<file path="config.mk">
export PLATFORM = sky130hd
export DESIGN_NAME = systolic_feeder_flat
export DESIGN_NICKNAME = d
export VERILOG_FILES = /design/src/rtl/systolic_feeder_if.sv /design/src/rtl/systolic_feeder.sv /design/src/flat_wrapper.sv
export SDC_FILE = /design/constraint.sdc
export NUM_CORES = 1
export LEC_CHECK = 0
export ABC_AREA = 1
export BUFFER_PORTS_ARGS = -buffer_cell sky130_fd_sc_hd__buf_2
export CAP_MARGIN = 20
export CORE_ASPECT_RATIO = 2
export CORE_MARGIN = 2
export CORE_UTILIZATION = 43
export CTS_CLUSTER_DIAMETER = 50
export DETAILED_ROUTE_END_ITERATION = 16
export PLACE_DENSITY = 0.68
export SLEW_MARGIN = 20
export SYNTH_ARGS = -nofsm -noshare
export SYNTH_HDL_FRONTEND = slang
export SYNTH_SLANG_ARGS = --single-unit
</file>
<file path="constraint.sdc">
create_clock -name clk -period 6.4 [get_ports clk]
set_input_delay 1.28 -clock clk [delete_from_list [all_inputs] [get_ports clk]]
set_output_delay 1.28 -clock clk [all_outputs]
set_load 0.05 [all_outputs]
</file>
<file path="src/rtl/systolic_feeder_if.sv">
// Bus between a host and the systolic feeder: operand buffer writes, run control,
// and the skewed left/top edge streams that go into the PE array.
interface systolic_feeder_if #(
    parameter int DW = 8,
    parameter int N  = 4
);
    logic                 wr_en;
    logic                 wr_b;
    logic [$clog2(N)-1:0] wr_row;
    logic [$clog2(N)-1:0] wr_col;
    logic [DW-1:0]        wr_data;
    logic                 start;
    logic                 abort;
    logic                 clr;
    logic [N*DW-1:0]      x_o;
    logic [N*DW-1:0]      y_o;
    logic                 busy;
    logic                 done;

    modport master (
        output wr_en, wr_b, wr_row, wr_col, wr_data, start, abort,
        input  clr, x_o, y_o, busy, done
    );

    modport slave (
        input  wr_en, wr_b, wr_row, wr_col, wr_data, start, abort,
        output clr, x_o, y_o, busy, done
    );
endinterface

</file>
<file path="src/rtl/systolic_feeder.sv">
// Buffers operand matrices A and B and streams them, skewed and zero-padded, into the
// left (x) and top (y) edges of an NxN systolic PE array, with clr before and done after.
module systolic_feeder #(
    parameter int DW = 8,
    parameter int N  = 4
) (
    input  logic             clk,
    input  logic             rst_n,
    systolic_feeder_if.slave bus
);
    localparam int AW = $clog2(N);
    localparam int TW = $clog2(3 * N);
    localparam logic [TW-1:0] T_LAST = TW'(3 * N - 3);

    typedef enum logic [1:0] {S_IDLE, S_CLR, S_FEED, S_DONE} state_t;

    state_t          state_reg;
    logic [TW-1:0]   t_reg;
    logic            clr_reg;
    logic            busy_reg;
    logic            done_reg;
    logic [N*DW-1:0] x_reg;
    logic [N*DW-1:0] y_reg;
    logic [N*DW-1:0] x_next;
    logic [N*DW-1:0] y_next;
    logic [TW-1:0]   t_next;

    logic [DW-1:0] a_mem [N][N];
    logic [DW-1:0] b_mem [N][N];

    // Operand buffers are frozen for the whole run so the streams stay consistent.
    always_ff @(posedge clk) begin
        if (bus.wr_en && !busy_reg) begin
            if (bus.wr_b) begin
                b_mem[bus.wr_row][bus.wr_col] <= bus.wr_data;
            end else begin
                a_mem[bus.wr_row][bus.wr_col] <= bus.wr_data;
            end
        end
    end

    // Feed step that the registered lanes will present during the next cycle.
    assign t_next = (state_reg == S_FEED) ? t_reg + 1'b1 : '0;

    genvar gi;
    generate
        for (gi = 0; gi < N; gi++) begin : g_lane
            logic [TW-1:0] k;
            logic          in_win;

            // Lane gi is delayed by gi cycles; k is the operand index inside the row/column.
            assign k      = t_next - TW'(gi);
            assign in_win = (t_next >= TW'(gi)) && (k < TW'(N));
            assign x_next[gi*DW +: DW] = in_win ? a_mem[gi][k[AW-1:0]] : '0;
            assign y_next[gi*DW +: DW] = in_win ? b_mem[k[AW-1:0]][gi] : '0;
        end
    endgenerate

    always_ff @(posedge clk or negedge rst_n) begin
        if (!rst_n) begin
            state_reg <= S_IDLE;
            t_reg     <= '0;
            clr_reg   <= 1'b0;
            busy_reg  <= 1'b0;
            done_reg  <= 1'b0;
            x_reg     <= '0;
            y_reg     <= '0;
        end else begin
            clr_reg  <= 1'b0;
            done_reg <= 1'b0;
            x_reg    <= '0;
            y_reg    <= '0;
            case (state_reg)
                S_IDLE: begin
                    if (bus.start && !bus.abort) begin
                        state_reg <= S_CLR;
                        clr_reg   <= 1'b1;
                        busy_reg  <= 1'b1;
                    end
                end
                S_CLR: begin
                    if (bus.abort) begin
                        state_reg <= S_IDLE;
                        busy_reg  <= 1'b0;
                    end else begin
                        state_reg <= S_FEED;
                        t_reg     <= '0;
                        x_reg     <= x_next;
                        y_reg     <= y_next;
                    end
                end
                S_FEED: begin
                    if (bus.abort) begin
                        state_reg <= S_IDLE;
                        t_reg     <= '0;
                        busy_reg  <= 1'b0;
                    end else if (t_reg == T_LAST) begin
                        state_reg <= S_DONE;
                        t_reg     <= '0;
                        busy_reg  <= 1'b0;
                        done_reg  <= 1'b1;
                    end else begin
                        t_reg <= t_next;
                        x_reg <= x_next;
                        y_reg <= y_next;
                    end
                end
                default: begin
                    state_reg <= S_IDLE;
                end
            endcase
        end
    end

    assign bus.clr  = clr_reg;
    assign bus.busy = busy_reg;
    assign bus.done = done_reg;
    assign bus.x_o  = x_reg;
    assign bus.y_o  = y_reg;
endmodule
</file>
<file path="src/flat_wrapper.sv">
// flat-port wrapper written by rule: the top's interface ports become plain ports
module systolic_feeder_flat 
#(
    parameter int DW = 8,
    parameter int N  = 4
)
  (clk, rst_n, bus_wr_en, bus_wr_b, bus_wr_row, bus_wr_col, bus_wr_data, bus_start, bus_abort, bus_clr, bus_x_o, bus_y_o, bus_busy, bus_done);
  systolic_feeder_if #(.DW(DW), .N(N)) bus_i ();
  input  logic clk;
  input  logic rst_n;
  input wire logic [$bits(bus_i.wr_en)-1:0] bus_wr_en;
  input wire logic [$bits(bus_i.wr_b)-1:0] bus_wr_b;
  input wire logic [$bits(bus_i.wr_row)-1:0] bus_wr_row;
  input wire logic [$bits(bus_i.wr_col)-1:0] bus_wr_col;
  input wire logic [$bits(bus_i.wr_data)-1:0] bus_wr_data;
  input wire logic [$bits(bus_i.start)-1:0] bus_start;
  input wire logic [$bits(bus_i.abort)-1:0] bus_abort;
  output wire logic [$bits(bus_i.clr)-1:0] bus_clr;
  output wire logic [$bits(bus_i.x_o)-1:0] bus_x_o;
  output wire logic [$bits(bus_i.y_o)-1:0] bus_y_o;
  output wire logic [$bits(bus_i.busy)-1:0] bus_busy;
  output wire logic [$bits(bus_i.done)-1:0] bus_done;
  assign bus_i.wr_en = bus_wr_en;
  assign bus_i.wr_b = bus_wr_b;
  assign bus_i.wr_row = bus_wr_row;
  assign bus_i.wr_col = bus_wr_col;
  assign bus_i.wr_data = bus_wr_data;
  assign bus_i.start = bus_start;
  assign bus_i.abort = bus_abort;
  assign bus_clr = bus_i.clr;
  assign bus_x_o = bus_i.x_o;
  assign bus_y_o = bus_i.y_o;
  assign bus_busy = bus_i.busy;
  assign bus_done = bus_i.done;
  systolic_feeder #(.DW(DW), .N(N)) u_core (.clk(clk), .rst_n(rst_n), .bus(bus_i));
endmodule
</file>
==> results by group, run 1 <==
Placement
  – Port Buf Inserts: 84
  – Hpwl dp: 17.3 mm
  – Pre-CTS WS: 2830 ps
  – GP Congestion: 0.838

Floorplan
  – Rows: 88
  – Chip Width: 125 µm
  – Initial core utilization: 43.8%
  – Die Ht: 246 µm
  – Boundary Pins: 85
  – Die area: 30800 µm²
  – Core area: 28800 µm²

Final layout
  – Multi-input gate area: 2610 µm²
  – Fillers: 2494
  – Core Util, Final: 49.4%
  – P&R area growth vs syn: 13.0%
  – Layout cells sized above 1: 13.6%
  – Sequential Area: 9510 µm²
  – ANT cells: 0
  – # nets final: 1123
  – Top Registers: u_core.a_mem x128, u_core.b_mem x128

Clock network
  – CTS Buffer Depth: 3
  – Depth of the CTS H-tree: 1
  – Worst skew pair latency: 550 ps
  – Setup Fix Bufs, Post-CTS: 0
  – Clk slew on worst S/H paths: 70 ps
  – CTS tree: built
  – Num CTS Buffers: 27
  – Root buffer cell: clkbuf_16
  – # hold bufs at CTS: 0
  – Cts repair resizes: 0
  – Clk sinks: 329

Synth
  – Top-count cell post-synth: nor2_1
  – Post-synth EDFFs: about 260
  – Ys flop type: edfxtp_1
  – Post-synth top area cell: edfxtp_1
  – Mapped Avg Cell Area: 12.4 µm²
  – Post-Syn Nets: 1050
  – Post-synthesis sequential area ratio: between 70% and 80%
  – Yosys warnings: 0
  – Area contributors post-synth: edfxtp_1, dfrtp_1, nor2_1
  – Asr flop ratio synth: 22.2%
  – Cell Area, Synth: 12600 µm²
  – Mapped Cells: 1021
  – #FFs+latches synth: between 300 and 400
  – Top cell type's share of synthesized area: 60.9%
  – Commonest cells post-synth: nor2_1, edfxtp_1, o21ai_0
  – Cell variety after synth: 26

Routing
  – ANT nets after route: 0
  – Remaining DRCs: 0
  – Via count: 7629
  – Drt total wl: 27.8 mm
  – Drt wl/cell: 18.9 µm
  – First drt pass iteration count: 5
  – Iteration-0 DRC Markers: ~550
  – Vias/cell: a little over 5

Flow run
  – Max Cap Viol: 0

STA
  – Final Cycle Share: 56.4%
  – Final clock skew: between 20 and 30 ps
  – Setup TNS: 0 ps
  – Max_slew headroom: 32.5%
  – Final Setup Violations: 0
  – Fin worst setup slack: 2790 ps
  – Min Tclk post-route: 3610 ps
  – Final hold vios: 0
  – RSZ-0062 raised after global routing: no
  – Slew @ Worst Pin: about 1000 ps
  – Peak Freq: 0.277 GHz
  – Slew Limit Fails: 0

GRT
  – M3 GR Usage: 2.52%
  – Largest net degree at the start of global routing: 105
  – Vias in the first global route: 7593
  – Initial antenna violation count: 2
  – GRT met1 Usage: 18.4%
  – GR Util met2: between 30% and 40%
  – GRT Resource Usage Total: 17.8%
  – GRT busiest layer: met2
  – First-pass GRT wire length: 42.1 mm
  – Remaining global-route overflow: 0

Setup path
  – Reg2reg end: u_core.bus.x_o[26]
  – Worst setup SP type: flop
  – Nature of the critical path endpoint: flop
  – Critical path arrival: 4070 ps
  – Worst EP required: just under 7000 ps
  – Worst-path maximum fanout: 35
  – Crit path kind: reg2reg
  – R2r startpoint: u_core.state_reg[0]
  – Reg2Reg Setup Slack: between 2000 and 3000 ps
  – R2r worst-path depth: 13

Power
  – P_leak: 5.64 nW
  – PwrDens: 351 nW/µm²
  – Maximum vdd drop: 0.178 mV

Hold path
  – Hold crit path type: reg2reg
  – Min-delay src: u_core.bus.busy
  – Hold Path Sink: u_core.bus.busy
  – Hold Path Depth: 2

Outcome
  – Status: complete, no violations
==> critical path, cell delays in order (launching register included) <==
cell and delay, ps:
dfrtp_1 400, inv_1 110, ha_1 340, inv_2 120, nor2_4 90, buf_4 360
ha_1 700, inv_1 420, buf_4 360, a21oi_1 160, o21ai_0 100, o21ai_1 120
nand2_1 60, nor2_1 140
==> per-stage QoR <==
stage	area [µm²]	hold WS (ps)	power [mW]	instances
after global placement	13300	545	3.30	1425
final	14300	565	5.00	1474
after floorplan	12600	516	3.07	1021
after detailed placement	13300	557	3.32	1425
after global routing	14300	599	5.23	1474
after CTS	14300	572	5.03	1474
==> layout by cell type, fill, tap and decap left out, drive strengths merged <==
| master | n |
|---|---|
| a21oi | 34 |
| buf | 89 |
| bufinv | 5 |
| clkbuf | 32 |
| clkinv | 9 |
| clkinvlp | 2 |
| dfrtp | 73 |
| edfxtp | 256 |
| ha | 11 |
| inv | 79 |
| nand2 | 62 |
| nand3 | 17 |
| nand4 | 1 |
| nor2 | 273 |
| o21ai | 150 |
| o22ai | 18 |
| o32ai | 2 |
| xor2 | 1 |
==> power breakdown <==
group | switching (mW) | total [mW] | internal, mW
combinational | 0.672 | 0.890 | 0.218
clock | 0.745 | 1.73 | 0.988
sequential | 0.0206 | 2.38 | 2.36
==> logic make-up (layout without fill, tap and decap cells) <==
logic type | Yosys count | in the layout | synth area share [%]
compound gates | 204 | 204 | 8.33
xor+xnor | 1 | 1 | 0.0694
fa+ha+maj | 11 | 11 | 1.09
buf+inv | 123 | 216 | 4.02
flops | 329 | 329 | 75.4
simple gates | 353 | 353 | 11.1
==> layer usage <==
layer  share of wire, %  wire, µm
met5              0.083        23
met4                4.1      1130
met3                4.8      1340
met2                 57     15800
met1                 34      9460
==> worst max path at each step <==
stage	startpoint	end	slack (ps)	cells after the start
2_1_floorplan	u_core.state_reg[0]	u_core.bus.x_o[12]	3840	15
3_3_place_gp	u_core.state_reg[0]	u_core.bus.y_o[14]	2910	13
3_5_place_dp	u_core.state_reg[0]	u_core.bus.x_o[26]	2830	13
4_1_cts	u_core.t_reg[0]	u_core.bus.y_o[14]	2790	11
5_1_grt	u_core.t_reg[0]	u_core.bus.x_o[26]	2420	11
6_report	u_core.state_reg[0]	u_core.bus.x_o[26]	2790	13
==> layout make-up <==
cell class,count,area share [%]
sequential,329,66.7
multi-input combinational,569,18.3
clock buffer,32,4.87
timing repair buffer,89,3.26
tap,360,3.16
inverter,78,2.05
clock inverter,17,1.65
No activity file was read; power rests on OpenSTA's default activity.
==> run 2, diff against run 1 <==
--- a/config.mk
+++ b/config.mk
@@ -13,7 +13,7 @@
 export CORE_UTILIZATION = 43
 export CTS_CLUSTER_DIAMETER = 50
 export DETAILED_ROUTE_END_ITERATION = 16
-export PLACE_DENSITY = 0.68
+export PLACE_DENSITY = 0.7
 export SLEW_MARGIN = 20
 export SYNTH_ARGS = -nofsm -noshare
 export SYNTH_HDL_FRONTEND = slang
==> constraint.sdc (replaced) <==
create_clock -name clk -period 3.3 [get_ports clk]
set_input_delay 0.66 -clock clk [delete_from_list [all_inputs] [get_ports clk]]
set_output_delay 0.66 -clock clk [all_outputs]
set_load 0.05 [all_outputs]
==> run 2 against run 1 <==
Via count up 1.0%. Fmax up 26%. Utilization up 0.38 points. Register-to-register slack worse by 2400 ps. Flip-flop and latch count unchanged. Clock skew down 6.6 ps. Largest cell class unchanged. First-iteration DRC count up 19%. Cell count up 0.27%. Die area unchanged. Worst setup slack worse by 2400 ps. Routed wire length down 1.3%.
==> results by group, run 2 (same netlist as run 1, synthesis figures left out) <==
Outcome
  – Status: complete, no violations

Routing
  – Drt total wl: 27.4 mm (-1.3%)
  – ANT nets after route: 0 (unchanged)
  – WL met3: 1.40 mm (+4.5%)
  – Drt wl/cell: 18.6 µm (-1.6%)
  – Iteration-0 DRC Markers: 654 (+19%)
  – Vias/cell: 5.22 (+0.78%)
  – Remaining DRCs: 0 (unchanged)
  – Via count: 7709 (+1.0%)
  – First drt pass iteration count: 5 (unchanged)
  – WL met1: 9.68 mm (+2.4%)
  – WL met2: 15.4 mm (-2.4%)
  – Top Metal Used: met4

Final layout
  – Fillers: 2535 (+1.6%)
  – ANT cells: 0 (unchanged)
  – Finished Layout Cells: 1478 (+0.27%)
  – # nets final: 1127 (+0.36%)
  – P&R area growth vs syn: 13.8%
  – Core Util, Final: 49.8% (+0.38 points)
  – Multi-input gate area: 2610 µm² (unchanged)
  – Most frequent cells in the layout: nor2_1, edfxtp_1, o21ai_0
  – Commonest non-fill, non-tap cell in the layout: nor2_1
  – Top Registers: u_core.a_mem x128, u_core.b_mem x128
  – Layout cells sized above 1: 14.3% (+0.76 points)
  – Sequential Area: 9510 µm² (unchanged)

Clock network
  – Clk sinks: 329 (unchanged)
  – Clk slew on worst S/H paths: 70 ps (about the same)
  – Setup Fix Bufs, Post-CTS: 0 (unchanged)
  – CTS Buffer Depth: 3 (unchanged)
  – Worst skew pair latency: 550 ps (about the same)
  – Num CTS Buffers: 26 (-3.7%)
  – Depth of the CTS H-tree: 1 (unchanged)
  – Cts repair resizes: 0 (unchanged)
  – Root buffer cell: clkbuf_16
  – CTS tree: built
  – # hold bufs at CTS: 0 (unchanged)

STA
  – Peak Freq: 0.350 GHz (+26%)
  – Final Cycle Share: 86.6% (+30 points)
  – Slew Limit Fails: 0 (unchanged)
  – Slew @ Worst Pin: 952 ps (-61.1 ps)
  – Final clock skew: 21.5 ps (-6.63 ps)
  – Final hold vios: 0 (unchanged)
  – Setup TNS: 0 ps (unchanged)
  – Max_slew headroom: 36.6% (+4.1 points)
  – Min Tclk post-route: 2860 ps (-750 ps)
  – RSZ-0062 raised after global routing: no
  – Final Setup Violations: 0 (unchanged)
  – Fin worst setup slack: 442 ps (-2350 ps)

Power
  – Maximum vdd drop: 0.376 mV (+110%)
  – Clock share of power: 35.5% (+0.9 points)
  – Net Sw Power: 2.79 mW (+94%)
  – Net Sw Frac: 28.2% (-0.54 points)
  – Sequential share of power: 46.7% (-0.9 points)
  – Cell internal pwr: 7.09 mW (+99%)
  – PwrDens: 687 nW/µm² (+96%)
  – Share of total power in combinational logic: 17.8% (about the same)
  – P_leak: 5.70 nW (+1.2%)

GRT
  – GRT Resource Usage Total: 17.8% (-0.044 points)
  – Initial antenna violation count: 0 (-2)
  – Remaining global-route overflow: 0 (unchanged)
  – Vias in the first global route: 7917 (+4.3%)
  – Largest net degree at the start of global routing: 150 (+43%)
  – First-pass GRT wire length: 42.6 mm (+1.2%)

Setup path
  – Critical path arrival: 3310 ps (-760 ps)
  – Worst-path maximum fanout: 17 (-51%)
  – Nature of the critical path endpoint: flop
  – Crit path kind: reg2reg
  – Reg2Reg Setup Slack: 440 ps (-2350 ps)
  – Worst EP required: 3760 ps (-3100 ps)
  – Worst setup SP type: flop

Floorplan
  – Chip Width: 125 µm (unchanged)
  – Boundary Pins: 85 (unchanged)
  – Core area: 28800 µm² (unchanged)
  – Die Ht: 246 µm (unchanged)
  – Die area: 30800 µm² (unchanged)
  – Initial core utilization: 43.8% (unchanged)
  – Rows: 88 (unchanged)

Placement
  – Hpwl dp: 16.8 mm (-3.1%)
  – Inst Count DP: 1429 (+0.28%)
  – Pre-CTS WS: 501 ps (-2330 ps)
  – GP Congestion: 0.880 (+5.0%)
  – Port Buf Inserts: 84 (unchanged)

Flow run
  – Max Cap Viol: 0 (unchanged)

Hold path
  – Hold crit path type: in2async
[run 2: per-stage QoR]
stage	cell area (µm²)	hold WS, ps	power, mW
after global placement	13400	546	6.42
after floorplan	12600	364	5.95
final	14400	79.3	9.88
after CTS	14400	296	9.95
after detailed placement	13400	537	6.46
after global routing	14400	96.2	10.3
[run 2: metal layers]
layer  up-vias  GRT usage (%)
met4         0           7.19
met5         -              0
met3        58           2.26
met2       250           34.6
met1      3769           19.2
li1       3632              -
[run 2: worst paths after layout]
path,startpoint,end,cells after the start
max in group asynchronous,rst_n,u_core.bus.x_o[21],2
min,rst_n,u_core.bus.x_o[15],1
max reg2reg,u_core.state_reg[0],u_core.bus.x_o[29],12
max,u_core.state_reg[0],u_core.bus.x_o[29],12
min in group clk,bus_start,u_core.bus.clr,3
min reg2reg,u_core.b_mem[1][30],u_core.bus.y_o[6],2
[run 2: power by group through the flow]
stage	logic (mW)	registers (mW)	clock network [mW]
after floorplan	1.03	4.91	0
after global placement	1.72	4.70	0
after detailed placement	1.75	4.71	0
after CTS	1.77	4.61	3.57
after global routing	1.96	4.62	3.72
final	1.76	4.61	3.51
[run 2: layout make-up]
class,instances,share of cell area [%]
clock inverters,19,2.01
repair buffers,94,3.64
well taps,360,3.13
multi-input cells,569,18.2
clock buffers,29,4.81
flip-flops and latches,329,66.2
inverters,78,2.04
[run 2: critical path: stages (launching register included)]
cell     delay (ps)
dfrtp_1         380
inv_1            90
ha_1            290
inv_2           140
nor2_4           40
ha_1            720
inv_1           310
buf_4           270
a21oi_1         110
o21ai_0          90
o21ai_1         110
nand2_1          90
nor2_1          130
==> run 3, diff against run 2 <==
--- a/config.mk
+++ b/config.mk
@@ -14,6 +14,7 @@
 export CTS_CLUSTER_DIAMETER = 50
 export DETAILED_ROUTE_END_ITERATION = 16
 export PLACE_DENSITY = 0.7
+export RECOVER_POWER = 25
 export SLEW_MARGIN = 20
 export SYNTH_ARGS = -nofsm -noshare
 export SYNTH_HDL_FRONTEND = slang
==> run 3 against run 2 <==
The run now ends with max-capacitance violations, max-slew violations left. Fmax rose by 0.57%. Largest power group unchanged. Critical path type unchanged. Design area shrank 0.16%. Worst setup slack improved by 16 ps. Highest routed layer unchanged. Critical path depth unchanged. Non-clock buffer count is the same. Routed wire length up 0.24%. Utilization fell by 0.082 points. Sequential share of layout area increased by 0.11 points.
==> results by group, run 3 (same netlist as run 1, synthesis figures left out) <==
Final layout
  – Finished Layout Cells: 1478 (unchanged)
  – # nets final: 1127 (unchanged)
  – Layout cells sized above 1: 13.9% (-0.45 points)
  – P&R area growth vs syn: 13.6%
  – Most frequent cells in the layout: nor2_1, edfxtp_1, o21ai_0
  – ANT cells: 0 (unchanged)
  – Top Registers: u_core.a_mem x128, u_core.b_mem x128
  – Commonest non-fill, non-tap cell in the layout: nor2_1
  – Design area: 14300 µm² (-0.16%)
  – Core Util, Final: 49.7% (-0.082 points)

Floorplan
  – Rows: 88 (unchanged)
  – Die area: 30800 µm² (unchanged)
  – Die Ht: 246 µm (unchanged)
  – Core area: 28800 µm² (unchanged)
  – Initial core utilization: 43.8% (unchanged)
  – Chip Width: 125 µm (unchanged)
  – Boundary Pins: 85 (unchanged)

Setup path
  – Worst-path maximum fanout: 17 (unchanged)
  – Nature of the critical path endpoint: flop
  – Worst EP required: 3760 ps (about the same)
  – Crit path kind: reg2reg
  – Slowest cell on crit path: ha_1
  – Critical Path Max Stage Delay: 720 ps (about the same)
  – Reg2reg end: u_core.bus.x_o[29]
  – Critical path arrival: 3300 ps (about the same)
  – R2r startpoint: u_core.state_reg[0]
  – Reg2Reg Setup Slack: 460 ps (+20 ps)
  – CP Cell Sequence: inv_1, ha_1, inv_2, nor2_4, ha_1, inv_1, buf_4, a21oi_1, o21ai_0, o21ai_1, nand2_1, nor2_1
  – Worst setup SP type: flop
  – R2r worst-path depth: 12 (unchanged)

Placement
  – Port Buf Inserts: 84 (unchanged)
  – GP Congestion: 0.880 (unchanged)
  – Hpwl dp: 16.8 mm (unchanged)
  – Pre-CTS WS: 501 ps (unchanged)
  – Post-DP Area: 13400 µm² (unchanged)
  – Inst Count DP: 1429 (unchanged)

GRT
  – Largest net degree at the start of global routing: 150 (unchanged)
  – Initial antenna violation count: 0 (unchanged)
  – Remaining global-route overflow: 0 (unchanged)
  – First-pass GRT wire length: 42.6 mm (unchanged)
  – Vias in the first global route: 7917 (unchanged)
  – GRT Resource Usage Total: 17.8% (unchanged)

STA
  – Fin Hold WS: 376 ps (+297 ps)
  – Slew Limit Fails: 132 (+132)
  – Slew @ Worst Pin: 1980 ps (+1030 ps)
  – Fin worst setup slack: 458 ps (+16.2 ps)
  – Final Setup Violations: 0 (unchanged)
  – Final Cycle Share: 86.1% (-0.49 points)
  – Final hold vios: 0 (unchanged)
  – Final clock skew: 22.0 ps (+0.533 ps)
  – Min Tclk post-route: 2840 ps (-16.2 ps)
  – Max_slew headroom: -31.9% (-68 points)
  – Setup TNS: 0 ps (unchanged)
  – RSZ-0062 raised after global routing: no
  – Peak Freq: 0.352 GHz (+0.57%)

Routing
  – Iteration-0 DRC Markers: 681 (+4.1%)
  – First drt pass iteration count: 5 (unchanged)
  – Remaining DRCs: 0 (unchanged)
  – Vias/cell: 5.23 (+0.34%)
  – Drt total wl: 27.5 mm (+0.24%)
  – Via count: 7735 (+0.34%)
  – ANT nets after route: 0 (unchanged)
  – Drt wl/cell: 18.6 µm (+0.24%)

Clock network
  – Setup Fix Bufs, Post-CTS: 0 (unchanged)
  – Clk slew on worst S/H paths: 70 ps (about the same)
  – Worst skew pair latency: 550 ps (about the same)
  – Depth of the CTS H-tree: 1 (unchanged)
  – Clk sinks: 329 (unchanged)
  – Cts repair resizes: 0 (unchanged)
  – Num CTS Buffers: 26 (unchanged)
  – CTS tree: built
  – Root buffer cell: clkbuf_16
  – CTS Buffer Depth: 3 (unchanged)
  – # hold bufs at CTS: 0 (unchanged)

Hold path
  – Min-delay src: bus_start
  – Hold crit path type: in2reg
  – Hold Path Depth: 3
  – Hold Path Sink: u_core.bus.clr

Outcome
  – Failing checks: max-capacitance violations, max-slew violations
  – Status: complete, but fails checks

Power
  – Maximum vdd drop: 0.375 mV (-0.43%)
  – P_leak: 5.68 nW (-0.35%)
  – PwrDens: 688 nW/µm² (+0.15%)
  – Total chip power: 9.88 mW (about the same)

Flow run
  – Max Cap Viol: 4 (+4)
==> run 3: layout make-up <==
class	instances	area, µm²
fillers	2534	14500
flip-flops and latches	329	9510
multi-input cells	569	2610
clock buffers	29	692
repair buffers	94	499
well taps	360	450
inverters	78	293
clock inverters	19	289
==> run 3: worst max path at each step <==
stage                              startpoint                 end  slack [ps]
after detailed placement  u_core.state_reg[0]  u_core.bus.y_o[26]         500
after global placement    u_core.state_reg[0]  u_core.bus.y_o[24]         570
after floorplan           u_core.state_reg[0]  u_core.bus.x_o[12]         740
final                     u_core.state_reg[0]  u_core.bus.x_o[29]         460
after global routing      u_core.state_reg[0]  u_core.bus.x_o[31]         190
after CTS                 u_core.state_reg[0]  u_core.bus.x_o[31]         480
==> run 3: worst max-delay path: cells and delay by family (launching register included) <==
family	cells	cell delay (ps)
DFF	1	380
buffers and inverters	4	800
adders and majority gates	2	1010
and+or+nand+nor	3	250
AOI/OAI and AO/OA	3	320
==> run 3: power breakdown <==
group	total [mW]	leakage [nW]	switching (mW)	internal, mW
Sequential	4.61	3.31	0.0413	4.57
Clock	3.51	0.482	1.44	2.07
Combinational	1.75	1.89	1.31	0.447
Total	9.88	5.68	2.79	7.09
==> run 3: metal layers <==
layer	global-route usage (%)	wire, µm
met1	19.2	9760
met5	0	0
met4	7.19	855
met2	34.6	15500
met3	2.26	1340
